## src/rtl/ram4k_arbiter_if.sv

```systemverilog
// Bundle of the two requester ports and the RAM4K pin group for ram4k_arbiter.
// The slave modport is the arbiter's view; master is everything around it.
interface ram4k_arbiter_if #(
    parameter int AW = 12,
    parameter int DW = 16
);
    logic          req0;
    logic          we0;
    logic [AW-1:0] adr0;
    logic [DW-1:0] wdata0;
    logic          gnt0;
    logic          rvld0;
    logic          req1;
    logic          we1;
    logic [AW-1:0] adr1;
    logic [DW-1:0] wdata1;
    logic          gnt1;
    logic          rvld1;
    logic [DW-1:0] rdata;
    logic          busy;
    logic          mem_e;
    logic          mem_w;
    logic          mem_r;
    logic [AW-1:0] mem_adr;
    logic [DW-1:0] mem_din;
    logic [DW-1:0] mem_dout;

    modport slave (
        input  req0, we0, adr0, wdata0, req1, we1, adr1, wdata1, mem_dout,
        output gnt0, rvld0, gnt1, rvld1, rdata, busy,
               mem_e, mem_w, mem_r, mem_adr, mem_din
    );

    modport master (
        output req0, we0, adr0, wdata0, req1, we1, adr1, wdata1, mem_dout,
        input  gnt0, rvld0, gnt1, rvld1, rdata, busy,
               mem_e, mem_w, mem_r, mem_adr, mem_din
    );
endinterface

```

## src/rtl/ram4k_arbiter.sv

```systemverilog
// Two-requester access controller for the 4K x 16 single-port RAM; all RAM pins registered.
// Define RAM_ARB_FIXED_PRIO_EN for fixed priority (requester 0 wins ties) instead of round-robin.
module ram4k_arbiter #(
    parameter int AW     = 12,
    parameter int DW     = 16,
    parameter int RD_LAT = 1
) (
    input  logic           clk,
    input  logic           rst,
    ram4k_arbiter_if.slave bus
);
    typedef enum logic [1:0] {IDLE, ACCESS, WAIT, RESP} state_t;

    localparam logic [1:0] WAIT_INIT = 2'((RD_LAT > 1) ? RD_LAT - 2 : 0);

    state_t        r_state, w_state_nxt;
    logic          r_sel, w_sel_nxt;
    logic [1:0]    r_cnt, w_cnt_nxt;
    logic          r_gnt0, w_gnt0_nxt, r_gnt1, w_gnt1_nxt;
    logic          r_rvld0, w_rvld0_nxt, r_rvld1, w_rvld1_nxt;
    logic [DW-1:0] r_rdata, w_rdata_nxt;
    logic          r_mem_e, w_mem_e_nxt, r_mem_w, w_mem_w_nxt, r_mem_r, w_mem_r_nxt;
    logic [AW-1:0] r_mem_adr, w_mem_adr_nxt;
    logic [DW-1:0] r_mem_din, w_mem_din_nxt;
`ifndef RAM_ARB_FIXED_PRIO_EN
    logic          r_rr, w_rr_nxt;
`endif

    logic          w_any, w_pick, w_pick_we, w_done_rd, w_clr;
    logic [AW-1:0] w_pick_adr;
    logic [DW-1:0] w_pick_din;

    always_comb begin
        w_any = bus.req0 | bus.req1;
`ifdef RAM_ARB_FIXED_PRIO_EN
        w_pick = ~bus.req0;
`else
        // On a tie the requester other than the pointer wins.
        w_pick = (bus.req0 && bus.req1) ? ~r_rr : ~bus.req0;
`endif
        w_pick_we  = w_pick ? bus.we1    : bus.we0;
        w_pick_adr = w_pick ? bus.adr1   : bus.adr0;
        w_pick_din = w_pick ? bus.wdata1 : bus.wdata0;
    end

    always_comb begin
        w_state_nxt   = r_state;
        w_sel_nxt     = r_sel;
        w_cnt_nxt     = r_cnt;
        w_rdata_nxt   = r_rdata;
        w_gnt0_nxt    = 1'b0;
        w_gnt1_nxt    = 1'b0;
        w_rvld0_nxt   = 1'b0;
        w_rvld1_nxt   = 1'b0;
        w_mem_e_nxt   = r_mem_e;
        w_mem_w_nxt   = r_mem_w;
        w_mem_r_nxt   = r_mem_r;
        w_mem_adr_nxt = r_mem_adr;
        w_mem_din_nxt = r_mem_din;
        w_done_rd     = 1'b0;
        w_clr         = 1'b0;
`ifndef RAM_ARB_FIXED_PRIO_EN
        w_rr_nxt      = r_rr;
`endif
        unique case (r_state)
            IDLE: begin
                if (w_any) begin
                    w_sel_nxt     = w_pick;
`ifndef RAM_ARB_FIXED_PRIO_EN
                    if (bus.req0 && bus.req1) w_rr_nxt = w_pick;
`endif
                    w_mem_e_nxt   = 1'b1;
                    w_mem_w_nxt   = w_pick_we;
                    w_mem_r_nxt   = ~w_pick_we;
                    w_mem_adr_nxt = w_pick_adr;
                    w_mem_din_nxt = w_pick_din;
                    // Write completion pulse lands in the ACCESS cycle itself.
                    w_gnt0_nxt    = w_pick_we & ~w_pick;
                    w_gnt1_nxt    = w_pick_we & w_pick;
                    w_state_nxt   = ACCESS;
                end else begin
                    w_clr = 1'b1;
                end
            end
            ACCESS: begin
                if (r_mem_w) begin
                    w_clr       = 1'b1;
                    w_state_nxt = IDLE;
                end else if (RD_LAT > 1) begin
                    w_cnt_nxt   = WAIT_INIT;
                    w_state_nxt = WAIT;
                end else begin
                    w_done_rd = 1'b1;
                end
            end
            WAIT: begin
                if (r_cnt == 2'd0) w_done_rd = 1'b1;
                else               w_cnt_nxt = r_cnt - 2'd1;
            end
            RESP: w_state_nxt = IDLE;
        endcase

        if (w_done_rd) begin
            w_rdata_nxt = bus.mem_dout;
            w_gnt0_nxt  = ~r_sel;
            w_rvld0_nxt = ~r_sel;
            w_gnt1_nxt  = r_sel;
            w_rvld1_nxt = r_sel;
            w_clr       = 1'b1;
            w_state_nxt = RESP;
        end
        if (w_clr) begin
            w_mem_e_nxt   = 1'b0;
            w_mem_w_nxt   = 1'b0;
            w_mem_r_nxt   = 1'b0;
            w_mem_adr_nxt = '0;
            w_mem_din_nxt = '0;
        end
    end

    always_ff @(posedge clk) begin
        if (rst) begin
            r_state   <= IDLE;
            r_sel     <= 1'b0;
            r_cnt     <= '0;
            r_gnt0    <= 1'b0;
            r_gnt1    <= 1'b0;
            r_rvld0   <= 1'b0;
            r_rvld1   <= 1'b0;
            r_rdata   <= '0;
            r_mem_e   <= 1'b0;
            r_mem_w   <= 1'b0;
            r_mem_r   <= 1'b0;
            r_mem_adr <= '0;
            r_mem_din <= '0;
`ifndef RAM_ARB_FIXED_PRIO_EN
            r_rr      <= 1'b1;
`endif
        end else begin
            r_state   <= w_state_nxt;
            r_sel     <= w_sel_nxt;
            r_cnt     <= w_cnt_nxt;
            r_gnt0    <= w_gnt0_nxt;
            r_gnt1    <= w_gnt1_nxt;
            r_rvld0   <= w_rvld0_nxt;
            r_rvld1   <= w_rvld1_nxt;
            r_rdata   <= w_rdata_nxt;
            r_mem_e   <= w_mem_e_nxt;
            r_mem_w   <= w_mem_w_nxt;
            r_mem_r   <= w_mem_r_nxt;
            r_mem_adr <= w_mem_adr_nxt;
            r_mem_din <= w_mem_din_nxt;
`ifndef RAM_ARB_FIXED_PRIO_EN
            r_rr      <= w_rr_nxt;
`endif
        end
    end

    assign bus.gnt0    = r_gnt0;
    assign bus.gnt1    = r_gnt1;
    assign bus.rvld0   = r_rvld0;
    assign bus.rvld1   = r_rvld1;
    assign bus.rdata   = r_rdata;
    assign bus.busy    = (r_state != IDLE);
    assign bus.mem_e   = r_mem_e;
    assign bus.mem_w   = r_mem_w;
    assign bus.mem_r   = r_mem_r;
    assign bus.mem_adr = r_mem_adr;
    assign bus.mem_din = r_mem_din;
endmodule

```

## src/flat_wrapper.sv

```systemverilog
// flat-port wrapper written by rule: the top's interface ports become plain ports
module ram4k_arbiter_flat 
#(
    parameter int AW     = 12,
    parameter int DW     = 16,
    parameter int RD_LAT = 1
)
  (clk, rst, bus_req0, bus_we0, bus_adr0, bus_wdata0, bus_req1, bus_we1, bus_adr1, bus_wdata1, bus_mem_dout, bus_gnt0, bus_rvld0, bus_gnt1, bus_rvld1, bus_rdata, bus_busy, bus_mem_e, bus_mem_w, bus_mem_r, bus_mem_adr, bus_mem_din);
  ram4k_arbiter_if #(.AW(AW), .DW(DW)) bus_i ();
  input  logic clk;
  input  logic rst;
  input wire logic [$bits(bus_i.req0)-1:0] bus_req0;
  input wire logic [$bits(bus_i.we0)-1:0] bus_we0;
  input wire logic [$bits(bus_i.adr0)-1:0] bus_adr0;
  input wire logic [$bits(bus_i.wdata0)-1:0] bus_wdata0;
  input wire logic [$bits(bus_i.req1)-1:0] bus_req1;
  input wire logic [$bits(bus_i.we1)-1:0] bus_we1;
  input wire logic [$bits(bus_i.adr1)-1:0] bus_adr1;
  input wire logic [$bits(bus_i.wdata1)-1:0] bus_wdata1;
  input wire logic [$bits(bus_i.mem_dout)-1:0] bus_mem_dout;
  output wire logic [$bits(bus_i.gnt0)-1:0] bus_gnt0;
  output wire logic [$bits(bus_i.rvld0)-1:0] bus_rvld0;
  output wire logic [$bits(bus_i.gnt1)-1:0] bus_gnt1;
  output wire logic [$bits(bus_i.rvld1)-1:0] bus_rvld1;
  output wire logic [$bits(bus_i.rdata)-1:0] bus_rdata;
  output wire logic [$bits(bus_i.busy)-1:0] bus_busy;
  output wire logic [$bits(bus_i.mem_e)-1:0] bus_mem_e;
  output wire logic [$bits(bus_i.mem_w)-1:0] bus_mem_w;
  output wire logic [$bits(bus_i.mem_r)-1:0] bus_mem_r;
  output wire logic [$bits(bus_i.mem_adr)-1:0] bus_mem_adr;
  output wire logic [$bits(bus_i.mem_din)-1:0] bus_mem_din;
  assign bus_i.req0 = bus_req0;
  assign bus_i.we0 = bus_we0;
  assign bus_i.adr0 = bus_adr0;
  assign bus_i.wdata0 = bus_wdata0;
  assign bus_i.req1 = bus_req1;
  assign bus_i.we1 = bus_we1;
  assign bus_i.adr1 = bus_adr1;
  assign bus_i.wdata1 = bus_wdata1;
  assign bus_i.mem_dout = bus_mem_dout;
  assign bus_gnt0 = bus_i.gnt0;
  assign bus_rvld0 = bus_i.rvld0;
  assign bus_gnt1 = bus_i.gnt1;
  assign bus_rvld1 = bus_i.rvld1;
  assign bus_rdata = bus_i.rdata;
  assign bus_busy = bus_i.busy;
  assign bus_mem_e = bus_i.mem_e;
  assign bus_mem_w = bus_i.mem_w;
  assign bus_mem_r = bus_i.mem_r;
  assign bus_mem_adr = bus_i.mem_adr;
  assign bus_mem_din = bus_i.mem_din;
  ram4k_arbiter #(.AW(AW), .DW(DW), .RD_LAT(RD_LAT)) u_core (.clk(clk), .rst(rst), .bus(bus_i));
endmodule
```

## config.mk

```make
export PLATFORM = sky130hd
export DESIGN_NAME = ram4k_arbiter_flat
export DESIGN_NICKNAME = d
export VERILOG_FILES = /design/src/rtl/ram4k_arbiter_if.sv /design/src/rtl/ram4k_arbiter.sv /design/src/flat_wrapper.sv
export SDC_FILE = /design/constraint.sdc
export NUM_CORES = 1
export LEC_CHECK = 0
export CELL_PAD_IN_SITES_DETAIL_PLACEMENT = 1
export CELL_PAD_IN_SITES_GLOBAL_PLACEMENT = 1
export CORE_MARGIN = 10
export CORE_UTILIZATION = 30
export CTS_BUF_LIST = sky130_fd_sc_hd__clkbuf_2 sky130_fd_sc_hd__clkbuf_4 sky130_fd_sc_hd__clkbuf_8
export CTS_CLUSTER_DIAMETER = 80
export CTS_CLUSTER_SIZE = 16
export DETAILED_ROUTE_END_ITERATION = 8
export GPL_TIMING_DRIVEN = 0
export PLACE_DENSITY_LB_ADDON = 0.3
export SYNTH_ARGS = -nofsm -noshare
export SYNTH_HDL_FRONTEND = slang
export SYNTH_SLANG_ARGS = --single-unit
```

## constraint.sdc

```tcl
create_clock -name clk -period 3.62 [get_ports clk]
set_input_delay 0.724 -clock clk [delete_from_list [all_inputs] [get_ports clk]]
set_output_delay 0.724 -clock clk [all_outputs]
set_load 0.01 [all_outputs]
```

==> impl_metrics.toml, run 1 <==
[global_routing]
use_met1_pct = 16.4
use_met2_pct = 23.0
grt_pass1_vias = 2711
antenna_found_initial = 0
globalRouteMet3Util_pct = 8.10
grt.busiest_layer = "met2"
grt_max_degree = 11
grt_overflow = 0
grt_first_pass_wirelength_mm = 14.7
grtUsageTotal_pct = 14.4

[route]
num_vias = 2415
via_per_inst = 5.02
drt_iter0_markers = 128
wire_per_inst_um = 18.7
wirelength_mm = 8.99
drt_pre_antenna_iters = 4
final_antenna_net_count = 0
drc = 0

[setup_path]
arrival_ns = 2.07
rr_endpoint = "u_core.bus.mem_din[10]"
cp-start-kind = "flip-flop"
crit_required_ns = 2.90
slowest_delay_ns = 0.50
crit_family = "buffers and inverters"
crit_slowest_cell = "clkdlybuf4s50_1"
worstSetupPathType = "reg -> out"
reg2reg_from = "u_core.r_state[0]"
r2r_setup_slack_ns = 1.86
cp_common_cell = "inv_1"
crit_fanout = 10
rr_worst_depth = 7
critical_path.cell_chain = "inv_1, ha_1, buf_6, clkbuf_1, inv_1, clkdlybuf4s50_1"
end_kind = "output port"
crit_buf_inv = 5

[sta]
period_needed_ns = 2.79
finalSetupViolCount = 0
finClkSkew_ns = 0.00929
rsz0062_at_grt = "false"
tightestPinTransition_ns = 0.507
setup_slack_ns = 0.827
period_share_pct = 77.2
slew_viol_final = 0
fmax_ghz = 0.358
hold_viol = 0
tns_ns = 0
maxSlewHeadroom_pct = 66.2
holdWs_ns = 0.457

[synth]
yosysSeqAreaShare_pct = 46.5
synthTopCellsByArea = "dfxtp_1, a32o_1, a22oi_1"
yosysWarningCount = 0
synth_seq_cells = 57
postSynthCellCount = 236
netlist_area_mm2 = 0.00245
synth_fa_ha_area_share_pct = 2.55
syn_nets = 319
synth-compound-area-share_pct = 31.7
syn-mean-instance-area_um2 = 10.4
ys_types = 42
muxShareOfSynthArea_pct = 0.459
synth_top_family_by_area = "compound AO/OA/AOI/OAI gates"
synth-simple-area-share_pct = 10.7
synth_xor_xnor_area_share_pct = 0.714
netlist.area_leader.share_pct = 46.5
synth_top_area_cell = "dfxtp_1"

[run]
drv_cap = 0

[die]
start_util_pct = 31.3
die_area_mm2 = 0.0122
rows = 32
die_w_um = 110
io_pins = 130
core_area_mm2 = 0.00785
die_y_um = 110

[clock_tree]
numCtsBuffers = 9
ctsRootBufferMaster = "clkbuf_8"
htreeDepth = 3
clk_path_buf_depth = 2
ctsHoldBuffers = 0
cts_tree = "done"
clk_latency_ns = 0.33
cts_resized = 0
post_cts.repair.setup_buffers = 0
clock_sink_count = 57
clk_pin_slew_ns = 0.06

[final_layout]
drive_gt1_share_pct = 11.9
fill_cells = 891
finalNetCount = 457
syn_to_final_growth_pct = 68.3
final_area_mm2 = 0.00413
diodes = 0

[min_path]
hold_path_end = "u_core.bus.mem_e"
hp-class = "reg -> reg"
worstHoldPathCells = 2
hp-start = "u_core.bus.mem_e"

[run_status]
status = "completed"

[placement]
gp_congestion = 0.736
place_area_mm2 = 0.00385
hpwl_mm = 6.96
portBuffers = 127
place_ws_ns = 1.18

[power_and_ir_drop]
pwr_density_cell_mw_per_mm2 = 669
leakagePower_nw = 1.56
irDropWorstVdd_uv = 292
-- worst min-delay path, cell delays in order, from the launching register on --
cell	delay [ns]
dfxtp_1	0.32
inv_1	0.05
a21oi_1	0.05
-- state kept, by name, summed over array words and instances, names as in the netlist, 2 cells and up --
signal and flops:
u_core.bus.mem_adr 12, u_core.bus.mem_din 16, u_core.bus.rdata 16, u_core.r_cnt 2
u_core.r_state 2
-- cell usage after synthesis (all sizes together) --
library cell	n
and2b	1
xor2	1
and3	1
a211oi	2
nand4	1
nand3	2
o21ai	4
nor3b	1
clkbuf	7
dfxtp	57
ha	5
a32o	28
a21boi	1
a21oi	6
or3b	1
o21a	2
a22oi	29
mux2	1
o2111a	1
and2	1
a31o	1
and3b	1
buf	16
nor3	1
nand2	2
nor2b	2
inv	7
xnor2	1
nor2	36
nand2b	1
a22o	16
-- area by class of cell --
type                       count  area [um^2]  share of cell area [%]
clock buffer                  11          151                    3.67
multi-input combinational    149         1130                    27.4
sequential                    57         1140                    27.6
buffer                        23          155                    3.76
inverter                       7         26.3                   0.637
timing repair buffer         127         1270                    30.8
tap                          102          128                    3.09
clock inverter                 5          125                    3.03
-- kinds of logic after synthesis --
logic type	after synthesis
multiplexers	1
buffers and inverters	30
AO/OA/AOI/OAI	90
AND/OR/NAND/NOR	51
XOR/XNOR	2
adder cells (fa/ha/maj)	5
flip-flops	57
-- stage by stage --
| stage | util [%] | total power (W) | cells |
|---|---|---|---|
| global placement | 49.1 | 0.00194 | 465 |
| global route | 52.6 | 0.00294 | 481 |
| floorplan | - | 0.00145 | 236 |
| CTS | 52.6 | 0.00281 | 481 |
| finish | 52.6 | 0.00276 | 481 |
| detailed placement | 49.1 | 0.00197 | 465 |
-- per-layer routing --
layer / routed length (um) / share of wire, %
met4: 56 / 0.62
met1: 3810 / 42
met5: 0 / 0
met2: 4120 / 46
met3: 1000 / 11
-- layout by cell type (no fill, tap or decap), types with 2 or more instances in the layout --
master / instances
buf_2: 7
buf_6: 5
dfxtp_1: 57
a32o_1: 28
inv_1: 7
clkbuf_1: 7
a21oi_1: 6
clkdlybuf4s50_1: 127
nand2_1: 2
bufinv_16: 4
a22oi_1: 29
buf_4: 3
ha_1: 5
clkbuf_8: 11
nor2_1: 34
nor2_4: 2
a22o_1: 16
-- worst max-delay path by stage --
stage,cells after the start,slack [ns],endpoint,startpoint
6_report,6,0.83,bus_busy,u_core.r_state[0]
5_1_grt,6,0.72,bus_busy,u_core.r_state[0]
4_1_cts,6,0.80,bus_busy,u_core.r_state[0]
3_5_place_dp,6,1.18,bus_busy,u_core.r_state[0]
3_3_place_gp,6,1.20,bus_busy,u_core.r_state[0]
2_1_floorplan,5,1.83,bus_busy,u_core.r_state[0]
-- report_power, final --
group          internal (W)  switching [W]
Clock              0.000564       0.000259
Sequential         0.000769      0.0000796
Combinational      0.000551       0.000541
No activity file was read; power rests on OpenSTA's default activity.
==> inputs of run 2 (changes only) <==
CORE_UTILIZATION = 26   (was 30)
clock period = 2.4 ns   (was 3.62 ns; I/O delays follow)
==> run 2 against run 1 <==
Against the previous run: sequential share of layout area is 0.37 points higher; largest power group unchanged; first-iteration DRC count decreased by 48%; largest cell class unchanged; cell count up 1.7%; sequential power up 51%; critical endpoint unchanged.
==> impl_metrics.toml, run 2 (synthesis gave the netlist of run 1 again) <==
[power_and_ir_drop]
pwr_density_cell_mw_per_mm2 = 951
power.share.clock_pct = 24.6
switchingPower_w = 0.00130
power.internal_w = 0.00257
irDropWorstVdd_uv = 437
combPwrFrac_pct = 42.4
leakagePower_nw = 1.53
switching_share_pct = 33.5
power.total_w = 0.00387
pwr-share-seq_pct = 33.0

[die]
start_util_pct = 26.7
die_area_mm2 = 0.0137
die_w_um = 117
die_y_um = 117
io_pins = 130
core_area_mm2 = 0.00920
rows = 35

[sta]
maxSlewHeadroom_pct = 68.3
period_needed_ns = 2.25
period_share_pct = 93.6
finalSetupViolCount = 0
tns_ns = 0
tightestPinTransition_ns = 0.476
rsz0062_at_grt = "false"
finClkSkew_ns = 0.00791
fmax_ghz = 0.445
hold_viol = 0
slew_viol_final = 0

[setup_path]
rr_worst_depth = 7
reg2reg_from = "u_core.r_state[0]"
crit_required_ns = 1.92
arrival_ns = 1.77
rr_endpoint = "u_core.bus.mem_din[14]"
cp-start-kind = "flip-flop"
end_kind = "output port"
crit_fanout = 18
r2r_setup_slack_ns = 0.61
worstSetupPathType = "reg -> out"

[route]
num_vias = 2402
drt_pre_antenna_iters = 4
drc = 0
final_antenna_net_count = 0
wire_per_inst_um = 18.2
wirelength_mm = 8.88
via_per_inst = 4.91
drt_iter0_markers = 67

[clock_tree]
cts_tree = "done"
htreeDepth = 3
clk_path_buf_depth = 2
clk_latency_ns = 0.33
clk_pin_slew_ns = 0.06
numCtsBuffers = 9
clock_sink_count = 57
ctsRootBufferMaster = "clkbuf_8"

[min_path]
hp-class = "in -> reg"
hp-start = "rst"
hold_path_end = "u_core.r_state[0]"
worstHoldPathCells = 2

[final_layout]
drive_gt1_share_pct = 11.9
fill_cells = 1046
diodes = 0
final_common_cell = "clkdlybuf4s50_1"
finalNetCount = 456
syn_to_final_growth_pct = 66.1
multi_input_area_mm2 = 0.00113
final_cell_mix = "clkdlybuf4s50_1, dfxtp_1, nor2_1"
regArea_mm2 = 0.00114

[placement]
portBuffers = 127
gp_congestion = 0.709
hpwl_mm = 7.00

[global_routing]
grtUsageTotal_pct = 12.8
antenna_found_initial = 0
grt_pass1_vias = 2682
grt_max_degree = 19
grt_first_pass_wirelength_mm = 13.9
grt_overflow = 0

[run_status]
status = "completed"

[run]
drv_cap = 0
run 2: worst max path at each step:
stage / start / to / slack (ns) / depth (start not counted)
floorplan: u_core.r_state[0] / bus_busy / 0.86 / 5
global placement: u_core.r_state[0] / bus_busy / 0.23 / 6
detailed placement: u_core.r_state[0] / bus_busy / 0.18 / 6
CTS: u_core.r_state[0] / bus_busy / 0.12 / 5
global route: u_core.r_state[0] / bus_busy / 0.03 / 5
finish: u_core.r_state[0] / bus_busy / 0.15 / 5
run 2: per-layer routing:
| layer | global-route usage (%) | up-vias | share of wire, % | wire (um) |
|---|---|---|---|---|
| met5 | 0 | - | 0 | 0 |
| met3 | 8.26 | 10 | 14 | 1250 |
| met1 | 13.9 | 1122 | 41 | 3610 |
| met2 | 20.1 | 99 | 44 | 3910 |
| met4 | 3.95 | 0 | 1.2 | 109 |
| li1 | - | 1171 | - | - |
run 2: stage by stage:
step	cell area (um^2)	worst slack [ns]	instances	util [%]	hold WS (ns)
floorplan	2450	0.857	236	-	0.433
global placement	3860	0.226	474	42.0	0.439
detailed placement	3860	0.182	474	42.0	0.456
CTS	4070	0.121	489	44.3	0.339
global route	4070	0.0305	489	44.3	0.332
finish	4070	0.154	489	44.3	0.353
run 2: layout make-up:
cell class	instances	area share, %
repair buffers	127	31.2
flip-flops and latches	57	28.0
multi-input cells	149	27.7
clock buffers	14	4.42
plain buffers	22	3.72
well taps	111	3.41
clock inverters	2	0.860
inverters	7	0.645
run 2: power groups by stage:
| stage | Sequential [W] | Combinational, W | Clock [W] |
|---|---|---|---|
| 2_1_floorplan | 0.00138 | 0.000805 | 0 |
| 6_report | 0.00128 | 0.00164 | 0.000953 |
| 4_1_cts | 0.00128 | 0.00168 | 0.000984 |
| 3_5_place_dp | 0.00130 | 0.00168 | 0 |
| 5_1_grt | 0.00131 | 0.00180 | 0.00104 |
| 3_3_place_gp | 0.00129 | 0.00164 | 0 |
run 2: worst max-delay path, cell delays in order (launching register included):
cell             delay (ns)
dfxtp_1                0.36
inv_1                  0.09
ha_1                   0.21
buf_6                  0.16
inv_1                  0.06
clkdlybuf4s50_1        0.54
run 2: timing repair:
item	4_1_cts	5_1_grt
setup buffers	0	0
gates resized for setup	0	0
endpoints found under the setup margin	1	0
hold buffers	0	0
